File: src/rtl/sub_pkg.sv
// Shared constants for the bit-serial subtractor: FSM state encoding and default width.
package sub_pkg;

  localparam int unsigned SUB_W = 8;

  localparam logic [1:0] ST_IDLE = 2'd0;
  localparam logic [1:0] ST_RUN  = 2'd1;
  localparam logic [1:0] ST_DONE = 2'd2;

endpackage : sub_pkg

File: src/rtl/bitwise_full_subtractor.sv
// One-bit full subtractor slice: d = a - b - bin, with borrow out.
module bitwise_full_subtractor (
  input  logic a,
  input  logic b,
  input  logic bin,
  output logic d,
  output logic bout
);

  assign d    = a ^ b ^ bin;
  assign bout = (~a & b) | (~(a ^ b) & bin);

endmodule : bitwise_full_subtractor

File: src/rtl/serial_ripple_subtractor.sv
// Bit-serial N-bit subtractor: one full-subtractor slice, registered borrow, LSB first,
// with a start/busy/done handshake toward a controlling FSM.
module serial_ripple_subtractor
  import sub_pkg::*;
#(
  parameter int unsigned N = SUB_W
) (
  input  logic         clk,
  input  logic         rst_n,
  input  logic         start,
  input  logic [N-1:0] a,
  input  logic [N-1:0] b,
  input  logic         borrow_in,
  output logic         busy,
  output logic         done,
  output logic [N-1:0] difference,
  output logic         borrow_out
);

  localparam int unsigned CNT_W = $clog2(N);

  logic [1:0]       state;
  logic [1:0]       state_next;
  logic             accept;
  logic             last;
  logic             busy_d;
  logic             done_d;
  logic [N-1:0]     a_sh;
  logic [N-1:0]     b_sh;
  logic             brw;
  logic [CNT_W-1:0] cnt;
  logic             slice_d;
  logic             slice_bout;

  bitwise_full_subtractor u_slice (
    .a    (a_sh[0]),
    .b    (b_sh[0]),
    .bin  (brw),
    .d    (slice_d),
    .bout (slice_bout)
  );

  // State register plus registered handshake outputs.
  always_ff @(posedge clk or negedge rst_n) begin
    if (!rst_n) begin
      state <= ST_IDLE;
      busy  <= 1'b0;
      done  <= 1'b0;
    end else begin
      state <= state_next;
      busy  <= busy_d;
      done  <= done_d;
    end
  end

  // Next-state logic; start is only honoured in IDLE or DONE.
  always_comb begin
    state_next = state;
    accept     = 1'b0;
    last       = 1'b0;
    unique case (state)
      ST_IDLE: begin
        if (start) begin
          accept     = 1'b1;
          state_next = ST_RUN;
        end
      end
      ST_RUN: begin
        if (cnt == CNT_W'(N - 1)) begin
          last       = 1'b1;
          state_next = ST_DONE;
        end
      end
      ST_DONE: begin
        if (start) begin
          accept     = 1'b1;
          state_next = ST_RUN;
        end else begin
          state_next = ST_IDLE;
        end
      end
      default: state_next = ST_IDLE;
    endcase
  end

  // Output decode from the upcoming state so busy/done come straight off flops.
  always_comb begin
    busy_d = 1'b0;
    done_d = 1'b0;
    unique case (state_next)
      ST_RUN:  busy_d = 1'b1;
      ST_DONE: done_d = 1'b1;
      default: begin
        busy_d = 1'b0;
        done_d = 1'b0;
      end
    endcase
  end

  // Datapath: operand shifters, borrow register, bit counter, result shifter.
  always_ff @(posedge clk or negedge rst_n) begin
    if (!rst_n) begin
      a_sh       <= '0;
      b_sh       <= '0;
      brw        <= 1'b0;
      cnt        <= '0;
      difference <= '0;
      borrow_out <= 1'b0;
    end else if (accept) begin
      a_sh <= a;
      b_sh <= b;
      brw  <= borrow_in;
      cnt  <= '0;
    end else if (state == ST_RUN) begin
      a_sh       <= {1'b0, a_sh[N-1:1]};
      b_sh       <= {1'b0, b_sh[N-1:1]};
      brw        <= slice_bout;
      difference <= {slice_d, difference[N-1:1]};
      if (last) begin
        cnt        <= '0;
        borrow_out <= slice_bout;
      end else begin
        cnt <= cnt + CNT_W'(1);
      end
    end
  end

endmodule : serial_ripple_subtractor

File: config.mk
export PLATFORM = sky130hd
export DESIGN_NAME = serial_ripple_subtractor
export DESIGN_NICKNAME = d
export VERILOG_FILES = /design/src/rtl/sub_pkg.sv /design/src/rtl/bitwise_full_subtractor.sv /design/src/rtl/serial_ripple_subtractor.sv
export SDC_FILE = /design/constraint.sdc
export NUM_CORES = 1
export LEC_CHECK = 0
export CAP_MARGIN = 20
export CORE_MARGIN = 8
export CORE_UTILIZATION = 47
export CTS_CLUSTER_DIAMETER = 40
export DETAILED_ROUTE_END_ITERATION = 6
export HOLD_SLACK_MARGIN = 0.08
export PLACE_DENSITY_LB_ADDON = 0.3
export SLEW_MARGIN = 10
export SYNTH_ARGS = -nofsm -noshare
export SYNTH_HDL_FRONTEND = slang
export SYNTH_HIERARCHICAL = 1
export SYNTH_SLANG_ARGS = --single-unit
File: constraint.sdc
create_clock -name clk -period 1.5 [get_ports clk]
set_input_delay 0.15 -clock clk [delete_from_list [all_inputs] [get_ports clk]]
set_output_delay 0.15 -clock clk [all_outputs]
set_load 0.02 [all_outputs]
# After elaboration in Yosys (flattened, before gate mapping)
# Cells that the tools add are included.
# op_classes
add_sub_neg	1
n_eq_ne	5
n_mux	19
bitwise_logic	8
reduce_logical	5
# op_table
cell	n
2-to-1 mux 8 bit	4
2-to-1 mux 1 bit	9
2-to-1 mux 3 bit	3
case mux 2 bit (3 select lines)	1
equality test 2 x 1 -> 1 bit (second input constant)	2
equality test 2 bit (second input constant)	2
2-to-1 mux 2 bit	2
adder 3 x 1 -> 3 bit (second input constant)	1
equality test 3 bit (second input constant)	1
NOT 1 bit	3
AND reduction 3 bit	1
AND 1 bit	2
logical NOT 2 bit	1
AND reduction 2 bit	1
nonzero test 2 bit	1
OR reduction 2 bit	1
bitwise XOR 1 bit	2
OR 1 bit	1
# word_totals
reg_bits	33
input_bits	20
out_inout_bits	11
wordCells	47

# Longest topological paths before layout
# depth
word_depth	6
ltp_mapped	5
ltp_nobuf	5

# Cells and area by module
# The synthesis kept the hierarchy.
# by_module_without_submodules
module	n_inst	cells_each	area_per_inst_um2	seq_area_each_um2
serial_ripple_subtractor	1	118	1684.1	825.8
bitwise_full_subtractor	1	4	31.3	0.0

# Least setup slack after synthesis
# OpenSTA, ideal clock, no wires.
# synth_path
path_type	reg2reg
from	reg cnt[0]
to	reg borrow_out
setup_ns	0.125
arrival_time_ns	1.290
required_time_ns	1.375
setup_slack_ns	0.085
path_stages_with_launch	5
n_path_buf	0
synth_period_minus_slack_ns	1.415
cell_sequence	dfrtp_1 ha_1 ha_1 and3b_4 mux2_4
# synth_via
elab_chain_cells	4
# synth_rtl
item	line	source
start, declared	serial_ripple_subtractor.sv:31	logic [CNT_W-1:0] cnt;
start signal, assigned	serial_ripple_subtractor.sv:123	cnt <= cnt + CNT_W'(1);
equality test 3 bit	serial_ripple_subtractor.sv:69	if (cnt == CNT_W'(N - 1)) begin
2-to-1 mux 1 bit	serial_ripple_subtractor.sv:69	
2-to-1 mux 1 bit	serial_ripple_subtractor.sv:61	unique case (state)
AND reduction 3 bit (no line)	-	
end signal, assigned	serial_ripple_subtractor.sv:121	borrow_out <= slice_bout;
end, declared	serial_ripple_subtractor.sv:17	output logic borrow_out
# No other way between the ends.
# A chain may end at the register's enable or synchronous reset.

# Final worst setup path
# layout_path
from	reg cnt[0]
to	reg cnt[2]
# layout_via
elab_chain_cells	6
elab_cells_between_ends	7
classes_between	add/sub (1); eq/ne (1); mux (5)
# layout_rtl
item	line	source
equality test 3 bit	serial_ripple_subtractor.sv:69	
2-to-1 mux 1 bit	serial_ripple_subtractor.sv:69	
2-to-1 mux 1 bit	serial_ripple_subtractor.sv:61	
2-to-1 mux 3 bit *	serial_ripple_subtractor.sv:119	if (last) begin
2-to-1 mux 3 bit *	serial_ripple_subtractor.sv:114	end else if (state == ST_RUN) begin
2-to-1 mux 3 bit *	serial_ripple_subtractor.sv:109	end else if (accept) begin
# Mark *: on every way between the ends. The rest lies on a longest branch, timed or not. The select of a mux whose other input is x is not followed.

==> impl_metrics.yaml <==
sta:
  setup_viol: 0
  tns_ns: 0
  slew_violations: 0
  rsz0062_at_grt: "yes"
  fin_worst_skew_ns: 0.00428
  slew_headroom_pct: 72.2
  period_share_pct: 95.3
  period_needed_ns: 1.43
  hold_viol_final: 0
  worst_pin_slew_ns: 0.417
  fmax_ghz: 0.700
placed_design:
  dp_hpwl_mm: 2.42
  io_buffers: 30
  placed_cell_area_um2: 2060
  routabilityCongestion: 0.684
logic_synthesis:
  synthTopCellsByCount: "47 x mux2i_1, 33 x dfrtp_1, 9 x mux2_4"
  ys.flop_type: "dfrtp_1"
  synth.avg_cell_area_um2: 14.1
  async_flop_share_pct: 100
  synth_cell_types: 20
  synth.area.top_cells: "dfrtp_1 48%, mux2i_1 27%, mux2_4 7.9%"
  netlist_instances: 122
  syn_nets: 145
  synth.most_common_cell: "mux2i_1"
  synth_area_um2: 1720
  ys_warn_count: 6
  synth-seq-area-share_pct: 48.1
  yosys.area.top_type: "dfrtp_1"
  synth_top_area_share_pct: 48.1
  synth_edf_count: 0
  synth_seq_cells: 33
finish:
  diodes: 0
  syn_to_final_growth_pct: 24.6
  fin_area_um2: 2140
  drive_above_1_share_pct: 18.1
  nets: 183
drt:
  initialDrtViolationCount: 49
  drc: 0
  routed_wl_mm: 3.28
  wl_per_cell_um: 15.8
  drt-pass1-iter-count: 4
  num_vias: 1077
  viasPerCell: 5.18
  ant_nets: 0
setup_path:
  cp.arrival_ns: 1.65
  reg2reg_slack_ns: 0.07
  r2r_end: "cnt[2]"
  worstPathMaxFanout: 3
  crit_required_ns: 1.72
  r2r-start: "cnt[0]"
  path_class: "reg2reg"
  reg2reg_depth: 4
  worstSetupStartpointType: "flip-flop"
  end_kind: "flip-flop"
cts:
  postCtsHoldBufs: 0
  clock_latency_ns: 0.32
  cts_tree: "done"
  cts.sinks: 33
  cts.clk_slew.worst_paths_ns: 0.09
  cts_max_level: 2
  cts_max_path_buffers: 2
  cts_inserted_buffers: 5
  cts_root_buffer: "clkbuf_4"
floorplanning:
  die_area_um2: 5840
  initial_utilization_pct: 47.9
  num_io_pins: 31
  fp-row-count: 22
  die_height_um: 76.4
  die_x_um: 76.4
  coreArea_um2: 3580
global_route:
  overflow: 0
  grt_pass1_wl_mm: 5.59
  grt_max_degree: 34
  grt_use_total_pct: 11.6
  antenna_found_initial: 0
  grt_pass1_vias: 1234
power_and_ir_drop:
  vdd_ir_drop_max_uv: 779
  power.density_nw_per_um2: 1840
  p_leak_nw: 1.07
worst_hold_path:
  hold_class: "in2async"
status:
  outcome: "finished clean"
job:
  drv_cap: 0
## registers in the layout, summed over array words and instances, names as in the netlist
register,cells
done,1
difference,8
brw,1
state,2
a_sh,8
cnt,3
borrow_out,1
b_sh,8
busy,1
## layer usage
metal	track usage, %	share of wire [%]	vias up
li1	-	-	511
met1	12.5	43	535
met2	20.4	51	24
met3	3.77	4.9	7
met4	4.62	1.6	0
met5	0	0	-
## placed cells by master (no fill, tap or decap)
cell / count
clkbuf_1: 1
buf_4: 10
inv_1: 4
clkbuf_8: 1
fa_1: 1
nand2b_4: 1
ha_1: 1
a211o_1: 1
o22ai_1: 2
mux2_4: 9
and3b_4: 1
nor2_1: 1
o21ai_0: 2
nor4b_2: 1
clkdlybuf4s50_1: 21
ha_2: 1
a22o_1: 2
mux2_1: 2
and3_1: 1
nand3_1: 2
mux2i_1: 47
dlymetal6s2s_1: 6
clkbuf_4: 5
dlygate4sd2_1: 3
and3b_1: 1
dfrtp_1: 33
## power by group
part	internal (W)	leakage (nW)	total, W	switching [W]
clock	0.000221	0.0314	0.000486	0.000265
sequential	0.00129	0.407	0.00160	0.000311
combinational	0.00104	0.632	0.00185	0.000810
total	0.00255	1.07	0.00394	0.00139
## metrics by stage
step | power, W | setup WS, ns | std cells | util (%) | hold slack [ns]
2_1_floorplan | 0.00294 | 0.0850 | 122 | - | -0.146
3_3_place_gp | 0.00340 | 0.0900 | 200 | 57.6 | 0.493
6_report | 0.00394 | 0.0706 | 208 | 59.7 | 0.229
5_1_grt | 0.00422 | -0.00306 | 208 | 59.7 | 0.252
4_1_cts | 0.00399 | 0.000374 | 207 | 59.0 | 0.231
3_5_place_dp | 0.00353 | 0.0273 | 200 | 57.6 | 0.505
## cell families (layout without fill, tap and decap cells)
logic type	after synthesis	after routing	share of synthesized area (%)
compound gates	7	7	2.84
fa+ha+maj	3	3	2.63
simple gates	8	8	4.08
flops	33	33	48.1
mux	58	58	36.6
buf+inv	13	51	5.69
## cell type report
class,count,area (µm²)
inverter,4,15.0
tap,48,60.1
timing repair buffer,40,387
sequential,33,826
fill,309,1440
multi-input combinational,76,795
clock buffer,7,55.1
## worst max path at each step
stage	startpoint	end	slack, ns
6_report	cnt[0]	cnt[2]	0.07
5_1_grt	cnt[0]	cnt[0]	-0.003
4_1_cts	difference[1]	difference[1]	0.0004
3_5_place_dp	cnt[0]	cnt[2]	0.03
3_3_place_gp	cnt[0]	cnt[2]	0.09
2_1_floorplan	cnt[0]	borrow_out	0.08
## critical path: stages (launching register included)
cell and delay (ns):
dfrtp_1 0.42, ha_2 0.19, ha_1 0.25, mux2_1 0.29, a22o_1 0.18
## repair_timing
action,in CTS,in global routing
buffers inserted,0,1
gates resized for setup,3,7
setup endpoints to repair,3,8
Power figures use the tool's default switching activity.
